===== src/rtl/vrf_pkg.sv =====
// Shared constants and types for the vector register file read streamer.
package vrf_pkg;

    localparam int ADDR_WIDTH = 5;
    localparam int DATA_WIDTH = 32;
    localparam int NUM_REG    = 6;
    localparam int NUM_ELE    = 32;

    // Element count / element counter; one bit wider than an element index
    // so that a full register (NUM_ELE) is representable without wrapping.
    typedef logic [ADDR_WIDTH:0] count_t;

    typedef enum logic [1:0] {
        IDLE,
        READ,
        DRAIN
    } state_t;

    localparam logic [ADDR_WIDTH-1:0] NUM_REG_A = ADDR_WIDTH'(NUM_REG);
    localparam count_t                NUM_ELE_C = count_t'(NUM_ELE);

    // Oversized requests are trimmed to one full register.
    function automatic count_t clamp_vl(input count_t vl);
        return (vl > NUM_ELE_C) ? NUM_ELE_C : vl;
    endfunction

endpackage


===== src/rtl/vrf_stream_outreg.sv =====
// Single-entry valid/ready output register carrying element data, index and last flag.
module vrf_stream_outreg
    import vrf_pkg::*;
(
    input  logic                  clk,
    input  logic                  reset_n,
    input  logic                  load,
    input  logic [DATA_WIDTH-1:0] in_data,
    input  logic [ADDR_WIDTH-1:0] in_idx,
    input  logic                  in_last,
    input  logic                  out_ready,
    output logic                  out_valid,
    output logic [DATA_WIDTH-1:0] out_data,
    output logic [ADDR_WIDTH-1:0] out_idx,
    output logic                  out_last
);

    // Load a new element, or retire the held one on a handshake; otherwise hold.
    always_ff @(posedge clk or negedge reset_n) begin
        if (!reset_n) begin
            out_valid <= 1'b0;
            out_data  <= '0;
            out_idx   <= '0;
            out_last  <= 1'b0;
        end else if (load) begin
            out_valid <= 1'b1;
            out_data  <= in_data;
            out_idx   <= in_idx;
            out_last  <= in_last;
        end else if (out_valid && out_ready) begin
            out_valid <= 1'b0;
        end
    end

endmodule


===== src/rtl/vrf_elem_streamer.sv =====
// Walks elements 0..vl-1 of one vector register through a combinational
// register-file read port and emits them on a valid/ready stream.
//
//   state | meaning
//   IDLE  | waiting for a command; cmd_ready high, read address parked at 0
//   READ  | reading element idx and loading the output register when it frees
//   DRAIN | last element loaded; waiting for its handshake before done
module vrf_elem_streamer
    import vrf_pkg::*;
(
    input  logic                  clk,
    input  logic                  reset_n,
    input  logic                  cmd_valid,
    output logic                  cmd_ready,
    input  logic [ADDR_WIDTH-1:0] cmd_vreg,
    input  logic [ADDR_WIDTH:0]   cmd_vl,
    output logic [ADDR_WIDTH-1:0] rAddr1,
    output logic [ADDR_WIDTH-1:0] rAddr2,
    input  logic [DATA_WIDTH-1:0] rData,
    output logic                  out_valid,
    input  logic                  out_ready,
    output logic [DATA_WIDTH-1:0] out_data,
    output logic [ADDR_WIDTH-1:0] out_idx,
    output logic                  out_last,
    output logic                  done,
    output logic                  err
);

    state_t                state_q, state_d;
    logic [ADDR_WIDTH-1:0] vreg_q;
    count_t                vl_q;
    count_t                idx_q;
    logic                  done_q;
    logic                  err_q;

    logic                  cmd_accept;
    logic                  cmd_bad;
    count_t                cmd_vl_c;
    logic                  load;
    logic                  is_last;
    logic                  out_hs;

    assign cmd_ready  = (state_q == IDLE);
    assign cmd_accept = cmd_valid && cmd_ready;
    assign cmd_bad    = (cmd_vreg >= NUM_REG_A);
    assign cmd_vl_c   = clamp_vl(cmd_vl);
    assign load       = (state_q == READ) && (!out_valid || out_ready);
    assign is_last    = (idx_q == (vl_q - count_t'(1)));
    assign out_hs     = out_valid && out_ready;

    assign rAddr1 = (state_q != IDLE) ? vreg_q : '0;
    assign rAddr2 = (state_q != IDLE) ? idx_q[ADDR_WIDTH-1:0] : '0;
    assign done   = done_q;
    assign err    = err_q;

    // Next-state decode for the command/element sequencing.
    always_comb begin
        state_d = state_q;
        case (state_q)
            IDLE: begin
                if (cmd_accept && !cmd_bad && (cmd_vl_c != '0)) begin
                    state_d = READ;
                end
            end
            READ: begin
                if (load && is_last) begin
                    state_d = DRAIN;
                end
            end
            DRAIN: begin
                if (out_hs) begin
                    state_d = IDLE;
                end
            end
            default: state_d = IDLE;
        endcase
    end

    // State, command latches, element counter and the done/err pulses.
    always_ff @(posedge clk or negedge reset_n) begin
        if (!reset_n) begin
            state_q <= IDLE;
            vreg_q  <= '0;
            vl_q    <= '0;
            idx_q   <= '0;
            done_q  <= 1'b0;
            err_q   <= 1'b0;
        end else begin
            state_q <= state_d;
            done_q  <= (cmd_accept && !cmd_bad && (cmd_vl_c == '0))
                       || ((state_q == DRAIN) && out_hs);
            err_q   <= cmd_accept && cmd_bad;
            if (cmd_accept) begin
                vreg_q <= cmd_vreg;
                vl_q   <= cmd_vl_c;
                idx_q  <= '0;
            end else if (load) begin
                idx_q  <= idx_q + count_t'(1);
            end
        end
    end

    vrf_stream_outreg u_outreg (
        .clk       (clk),
        .reset_n   (reset_n),
        .load      (load),
        .in_data   (rData),
        .in_idx    (idx_q[ADDR_WIDTH-1:0]),
        .in_last   (is_last),
        .out_ready (out_ready),
        .out_valid (out_valid),
        .out_data  (out_data),
        .out_idx   (out_idx),
        .out_last  (out_last)
    );

endmodule


===== config.mk =====
export PLATFORM = sky130hd
export DESIGN_NAME = vrf_elem_streamer
export DESIGN_NICKNAME = d
export VERILOG_FILES = /design/src/rtl/vrf_pkg.sv /design/src/rtl/vrf_stream_outreg.sv /design/src/rtl/vrf_elem_streamer.sv
export SDC_FILE = /design/constraint.sdc
export NUM_CORES = 1
export LEC_CHECK = 0
export BUFFER_PORTS_ARGS = -buffer_cell sky130_fd_sc_hd__buf_2
export CORE_AREA = 2 2 81 83
export DETAILED_ROUTE_END_ITERATION = 12
export DIE_AREA = 0 0 83 85
export MAX_ROUTING_LAYER = met4
export PLACE_DENSITY = 0.82
export SLEW_MARGIN = 20
export SYNTH_ARGS = -nofsm -noshare
export SYNTH_HDL_FRONTEND = slang
export SYNTH_SLANG_ARGS = --single-unit

===== constraint.sdc =====
create_clock -name clk -period 1.5 [get_ports clk]
set_input_delay 0 -clock clk [delete_from_list [all_inputs] [get_ports clk]]
set_output_delay 0 -clock clk [all_outputs]
set_load 0.1 [all_outputs]

==> metrics.cfg, run 1 <==
[timing]
layout_setup_ws_ns=-0.0142
finClkSkew_ns=0.00661
finalHoldViolCount=0
rsz0062_at_grt=yes
setup_viol_count_final=8
max_slew_margin_pct=65.4
maxSlewViolCount=0
fin_crit_sh_pct=101
worst_pin_slew_ns=0.516
period_needed_ns=1.51
max_clock_freq_mhz=660

[critical_path]
worstReg2RegEnd=u_outreg.out_data[25]
worstPathRequired_ns=1.71
arrival_ns=1.72
crit_type=flip-flop to flip-flop
r2r_setup_slack_ns=-0.01
cp_max_fo=5
cp_slowest_cell=dfrtp_4
crit_path_end_kind=flip-flop
cp_top_family=flip-flops
r2r_cells=5
worstReg2RegStart=u_outreg.out_valid
cp_num_buf_inv=2
crit_chain=and2b_4, nor2_4, buf_4, clkbuf_16, mux2_2
slowest_delay_ns=0.47
startpoint_type=flip-flop

[yosys]
synth_common_cells=60 x dfrtp_1, 35 x mux2_2, 27 x nand2_1
synth_seq_cells=60
yosys.area.top_type_share_pct=57.4
syn-instance-count=213
postSynthAreaPerCell_um2=12.3
synth_area_mm2=0.00262
synth_warnings=0
ys_top_cells_by_area=dfrtp_1 57%, mux2_2 15%, nand2_1 3.9%
ys_seq_area_share_pct=57.4
synth_nets=262
ys.flop_type=dfrtp_1
synth_most_common_cell=dfrtp_1
synth.largest_area_cell=dfrtp_1
synth_cell_types=37
synth-edff-count=0
ys_async_sr_fraction_pct=100

[outcome]
outcome=finished with violations
violations=setup timing

[clock_network]
tritoncts=yes
cts_max_level=3
clockRootBuffer=clkbuf_8
cts_buffers=9
clock-sinks=60
clock_path_buffers=2
clk_transition_reported_paths_ns=0.06
clk_latency_ns=0.33

[routing]
dr.pass1.iters=4
routed_wl_um=7080
wl_per_cell_um=15.1
ant_nets=0
drcViolationCount=0
drt-initial-drc-count=81
vias_per_cell=4.96
vias=2329

[floorplan]
core_mm2=0.00620
num_io_pins=99
die_y_um=85
std_cell_rows=29
die_x_um=83
initial_utilization_pct=42.1
dieArea_mm2=0.00706

[layout]
drive_above_1_share_pct=51.9
diodes=0
fin_nets=437
instances_no_fill=470
syn2layout_area_growth_pct=69.8
stdcell_area_mm2=0.00444

[flow_run]
maxCapViolations=0

[grt]
antenna_found_initial=0
grt_max_degree=30
gr-total-overflow=0
grt_pass1_vias=2426
grt_pass1_wl_um=11300
grt_usage_pct=20.7

[hold_path]
min_path_type=input port to async pin

[placed_design]
gp_congestion=0.822
dp_cells=398
hpwl_um=4200
placed_area_mm2=0.00356
portBuffers=98

what timing repair did:
action | 4_1_cts | 5_1_grt
resized for setup | 8 | 13
pin swaps | 7 | 4
hold buffers | 45 | 0
endpoints found under the setup margin | 10 | 37
setup buffers | 5 | 5
hold endpoints to repair | 105 | 0
gates cloned | 0 | 2
worst max path at each step:
| stage | cells past startpoint | slack [ns] | from | to |
|---|---|---|---|---|
| final | 5 | -0.01 | u_outreg.out_valid | u_outreg.out_data[25] |
| after global routing | 5 | -0.05 | u_outreg.out_valid | u_outreg.out_data[9] |
| after CTS | 6 | 0.005 | vl_q[1] | state_q[0] |
| after detailed placement | 6 | -0.16 | vl_q[1] | state_q[0] |
| after global placement | 6 | -0.10 | vl_q[1] | state_q[0] |
| after floorplan | 5 | -0.16 | u_outreg.out_valid | u_outreg.out_data[26] |
sequential cells by signal, summed over array words and instances (netlist names):
| register | cells |
|---|---|
| vreg_q | 5 |
| u_outreg.out_last | 1 |
| u_outreg.out_valid | 1 |
| done | 1 |
| vl_q | 6 |
| u_outreg.out_idx | 5 |
| u_outreg.out_data | 32 |
| state_q | 2 |
| idx_q | 6 |
| err | 1 |
layout by cell type, fill, tap and decap left out, types with 2 or more instances in the layout:
cell           count
nor2_1             8
clkbuf_8          12
nor2_4             2
o21ai_0            5
nand2b_1           3
buf_4             19
inv_2              2
nor4_1             3
clkinv_2           2
nor3_1             2
bufinv_16          2
inv_1              3
dfrtp_1           58
dlygate4sd3_1     45
xnor2_1            7
nand3_1            2
mux2_2            35
buf_12            15
buf_2             87
xor2_1             3
nor2b_4           10
nand3b_1           6
buf_6              5
nand2_1           27
per-layer routing:
| metal | part of all wire, % | track usage (%) | up-vias |
|---|---|---|---|
| li1 | - | - | 1081 |
| met1 | 41 | 23.7 | 1148 |
| met2 | 52 | 35.0 | 84 |
| met3 | 4.4 | 4.47 | 16 |
| met4 | 2.2 | 9.54 | 0 |
| met5 | 0 | - | - |
cell families after synthesis:
group                      share of synthesized area [%]
and+or+nand+nor                                     15.3
DFF                                                 57.4
muxes                                               16.3
AOI/OAI and AO/OA                                   3.64
buffers and inverters                               2.68
xor gates and xnor gates                            3.68
adders and majority gates                          0.957
metrics by stage:
stage	TNS (ns)	hold slack (ns)	worst slack, ns	utilization [%]
after detailed placement	-0.174	-0.0894	-0.157	57.4
after global placement	-0.102	-0.0953	-0.102	57.4
after floorplan	-4.11	-0.296	-0.163	-
after global routing	-1.15	0.122	-0.0534	71.6
final	-0.0661	0.104	-0.0142	71.6
after CTS	0	0.0879	0.00472	69.9
final cells by class:
class	count	area [um^2]
fill	425	1760
sequential	60	1510
timing repair buffer	172	1410
multi-input combinational	140	1170
clock buffer	12	165
tap	77	96.3
clock inverter	4	70.1
inverter	5	18.8
Power of run 1 is not shown: default switching activity piles up to over one toggle a cycle in this logic, so the estimate is an artifact.
==> run 2: changes to the inputs <==
--- a/config.mk
+++ b/config.mk
@@ -10,8 +10,9 @@
 export DETAILED_ROUTE_END_ITERATION = 12
 export DIE_AREA = 0 0 83 85
 export MAX_ROUTING_LAYER = met4
-export PLACE_DENSITY = 0.82
+export PLACE_DENSITY = 0.83
 export SLEW_MARGIN = 20
 export SYNTH_ARGS = -nofsm -noshare
 export SYNTH_HDL_FRONTEND = slang
+export SYNTH_HIERARCHICAL = 1
 export SYNTH_SLANG_ARGS = --single-unit
==> run 2 against run 1 <==
  * The run still ends with setup timing left
  * Register-to-register slack lost 0.28 ns
  * Critical path type unchanged
  * Via count shrank 1.1%
  * Core utilization grew 2.0 points
  * Setup slack lost 0.28 ns
  * Largest cell class unchanged
  * Global-route usage grew 0.66 points
  * First-iteration DRC count grew 2.5%
  * Clock-buffer cell count is the same
  * Clock skew shrank 0.00090 ns
  * Die area is the same
  * Highest routed layer unchanged
==> metrics.cfg, run 2 <==
[timing]
finClkSkew_ns=0.00571  ; -0.000900 ns
maxSlewViolCount=0  ; unchanged
worst_pin_slew_ns=0.496  ; -0.0207 ns
finalHoldViolCount=0  ; unchanged
period_needed_ns=1.80  ; +0.284 ns
rsz0062_at_grt=yes
fin_crit_sh_pct=120  ; +19 points
setup_viol_count_final=10  ; +2
max_slew_margin_pct=67.0  ; +1.6 points
max_clock_freq_mhz=556  ; -16%
holdWs_ns=0.0877  ; -0.0166 ns
layout_setup_ws_ns=-0.298  ; -0.284 ns

[clock_network]
tritoncts=yes
clk_transition_reported_paths_ns=0.07  ; about the same
cts_buffers=9  ; unchanged
clk_latency_ns=0.33  ; about the same
clock-sinks=60  ; unchanged
clockRootBuffer=clkbuf_8
clock_path_buffers=2  ; unchanged
cts_max_level=3  ; unchanged

[layout]
final_common_cell=buf_2
fin_nets=438  ; +0.23%
multi_input_area_mm2=0.00132  ; +13%
nFillCells=395  ; -7.1%
final_cell_mix=87 x buf_2, 59 x dfrtp_1, 45 x dlygate4sd3_1
reg.largest.list=u_outreg/out_data (32), idx_q (6), vl_q (6)
drive_above_1_share_pct=52.8  ; +0.88 points
largest_reg_flops=32  ; unchanged
seq_area_mm2=0.00151  ; about the same
syn2layout_area_growth_pct=72.3
diodes=0  ; unchanged
max_flop_register=u_outreg/out_data

[grt]
grt_max_degree=24  ; -20%
antenna_found_initial=0  ; unchanged
grt_pass1_vias=2477  ; +2.1%
grt_usage_pct=21.4  ; +0.66 points
gr-total-overflow=0  ; unchanged
grt_pass1_wl_um=11500  ; +2.4%

[critical_path]
arrival_ns=2.02  ; +0.30 ns
cp_max_fo=3  ; -2
crit_type=flip-flop to flip-flop
crit_path_end_kind=flip-flop
startpoint_type=flip-flop
r2r_cells=4  ; -1
worstPathRequired_ns=1.72  ; about the same

[routing]
drcViolationCount=0  ; unchanged
wl_per_cell_um=15.5  ; +2.9%
vias=2304  ; -1.1%
ant_nets=0  ; unchanged
dr.pass1.iters=4  ; unchanged
drt-initial-drc-count=83  ; +2.5%
routed_wl_um=7310  ; +3.2%
vias_per_cell=4.89  ; -1.3%

[floorplan]
initial_utilization_pct=42.7  ; +0.54 points
num_io_pins=99  ; unchanged
die_y_um=85  ; unchanged
std_cell_rows=29  ; unchanged
die_x_um=83  ; unchanged
dieArea_mm2=0.00706  ; unchanged
core_mm2=0.00620  ; unchanged

[outcome]
outcome=finished with violations
violations=setup timing

[yosys]
synth-edff-count=0  ; unchanged
synth_nets=262  ; unchanged
syn-instance-count=213  ; unchanged
synth_common_cells=60 x dfrtp_1, 29 x mux2_2, 27 x nand2_1
synth_cell_types=37  ; unchanged
synth_warnings=6  ; +6
yosys.area.top_type_share_pct=56.7  ; -0.73 points
ys_seq_area_share_pct=56.7  ; -0.73 points
synth_seq_cells=60  ; unchanged
synth.largest_area_cell=dfrtp_1
ys.flop_type=dfrtp_1
ys_top_cells_by_area=dfrtp_1 57%, mux2_2 12%, mux2_4 5.1%
synth_most_common_cell=dfrtp_1
synth_area_mm2=0.00265  ; +1.3%
ys_async_sr_fraction_pct=100  ; unchanged
postSynthAreaPerCell_um2=12.4  ; +1.3%

[flow_run]
maxCapViolations=0  ; unchanged

[placed_design]
gp_congestion=0.906  ; +10%
hpwl_um=4540  ; +8.1%
portBuffers=98  ; unchanged

[hold_path]
min_path_type=input port to flip-flop
hold_depth=4

## run 2: cell type report
type	count	share of cell area, %
clock inverters	4	2.14
well taps	77	2.11
flip-flops and latches	60	33.0
repair buffers	172	30.4
multi-input cells	141	29.0
clock buffers	12	2.96
inverters	5	0.411
## run 2: kinds of logic (layout without fill, tap and decap cells)
| logic type | count (synthesis) | in the layout | synth area share, % |
|---|---|---|---|
| flops | 60 | 60 | 56.7 |
| xor+xnor | 12 | 12 | 3.97 |
| simple gates | 73 | 73 | 14.4 |
| buf+inv | 12 | 193 | 2.55 |
| mux | 38 | 38 | 17.4 |
| compound gates | 16 | 16 | 4.02 |
| fa+ha+maj | 2 | 2 | 0.945 |
## run 2: routing by layer
metal	vias up	wire length (um)	part of all wire [%]	GRT usage, %
li1	1079	-	-	-
met1	1131	2920	40	24.8
met2	82	3810	52	36.0
met3	12	427	5.8	4.86
met4	0	144	2.0	8.94
met5	-	0	0	-
## run 2: stage by stage
step                      utilization, %  worst slack [ns]  setup TNS (ns)  cells  cell area, um^2
after floorplan                        -            -0.238           -5.19    213             2850
after CTS                           71.7            -0.276          -0.792    467             4450
final                               73.5            -0.298           -1.06    471             4560
after global routing                73.5            -0.347           -1.61    471             4560
after detailed placement            60.1            -0.273          -0.642    405             3730
after global placement              60.1            -0.245          -0.538    405             3730
## run 2: timing repair
action / in CTS / in global routing
setup buffers: 1 / 4
gates resized for setup: 7 / 19
endpoints found under the hold margin: 66 / 0
pin swaps: 3 / 3
setup endpoints to repair: 9 / 14
cloned: 0 / 0
hold buffers: 45 / 0
## run 2: worst paths after layout
path | startpoint | endpoint | slack (ns)
max | vl_q[1] | state_q[0] | -0.30
min | cmd_valid | done | 0.09
max reg2reg | vl_q[1] | state_q[0] | -0.30
min reg2reg | vreg_q[4] | vreg_q[4] | 0.48
max in group asynchronous | reset_n | vl_q[2] | 0.70
min in group asynchronous | reset_n | u_outreg/out_data[26] | 0.16
## run 2: critical path, cell delays in order, from the launching register on
cell and delay (ns):
dfrtp_1 0.38, or3_4 0.42, xnor2_2 0.14, or4_4 0.42, o41a_1 0.32
Power of run 2 is left out for the same reason.
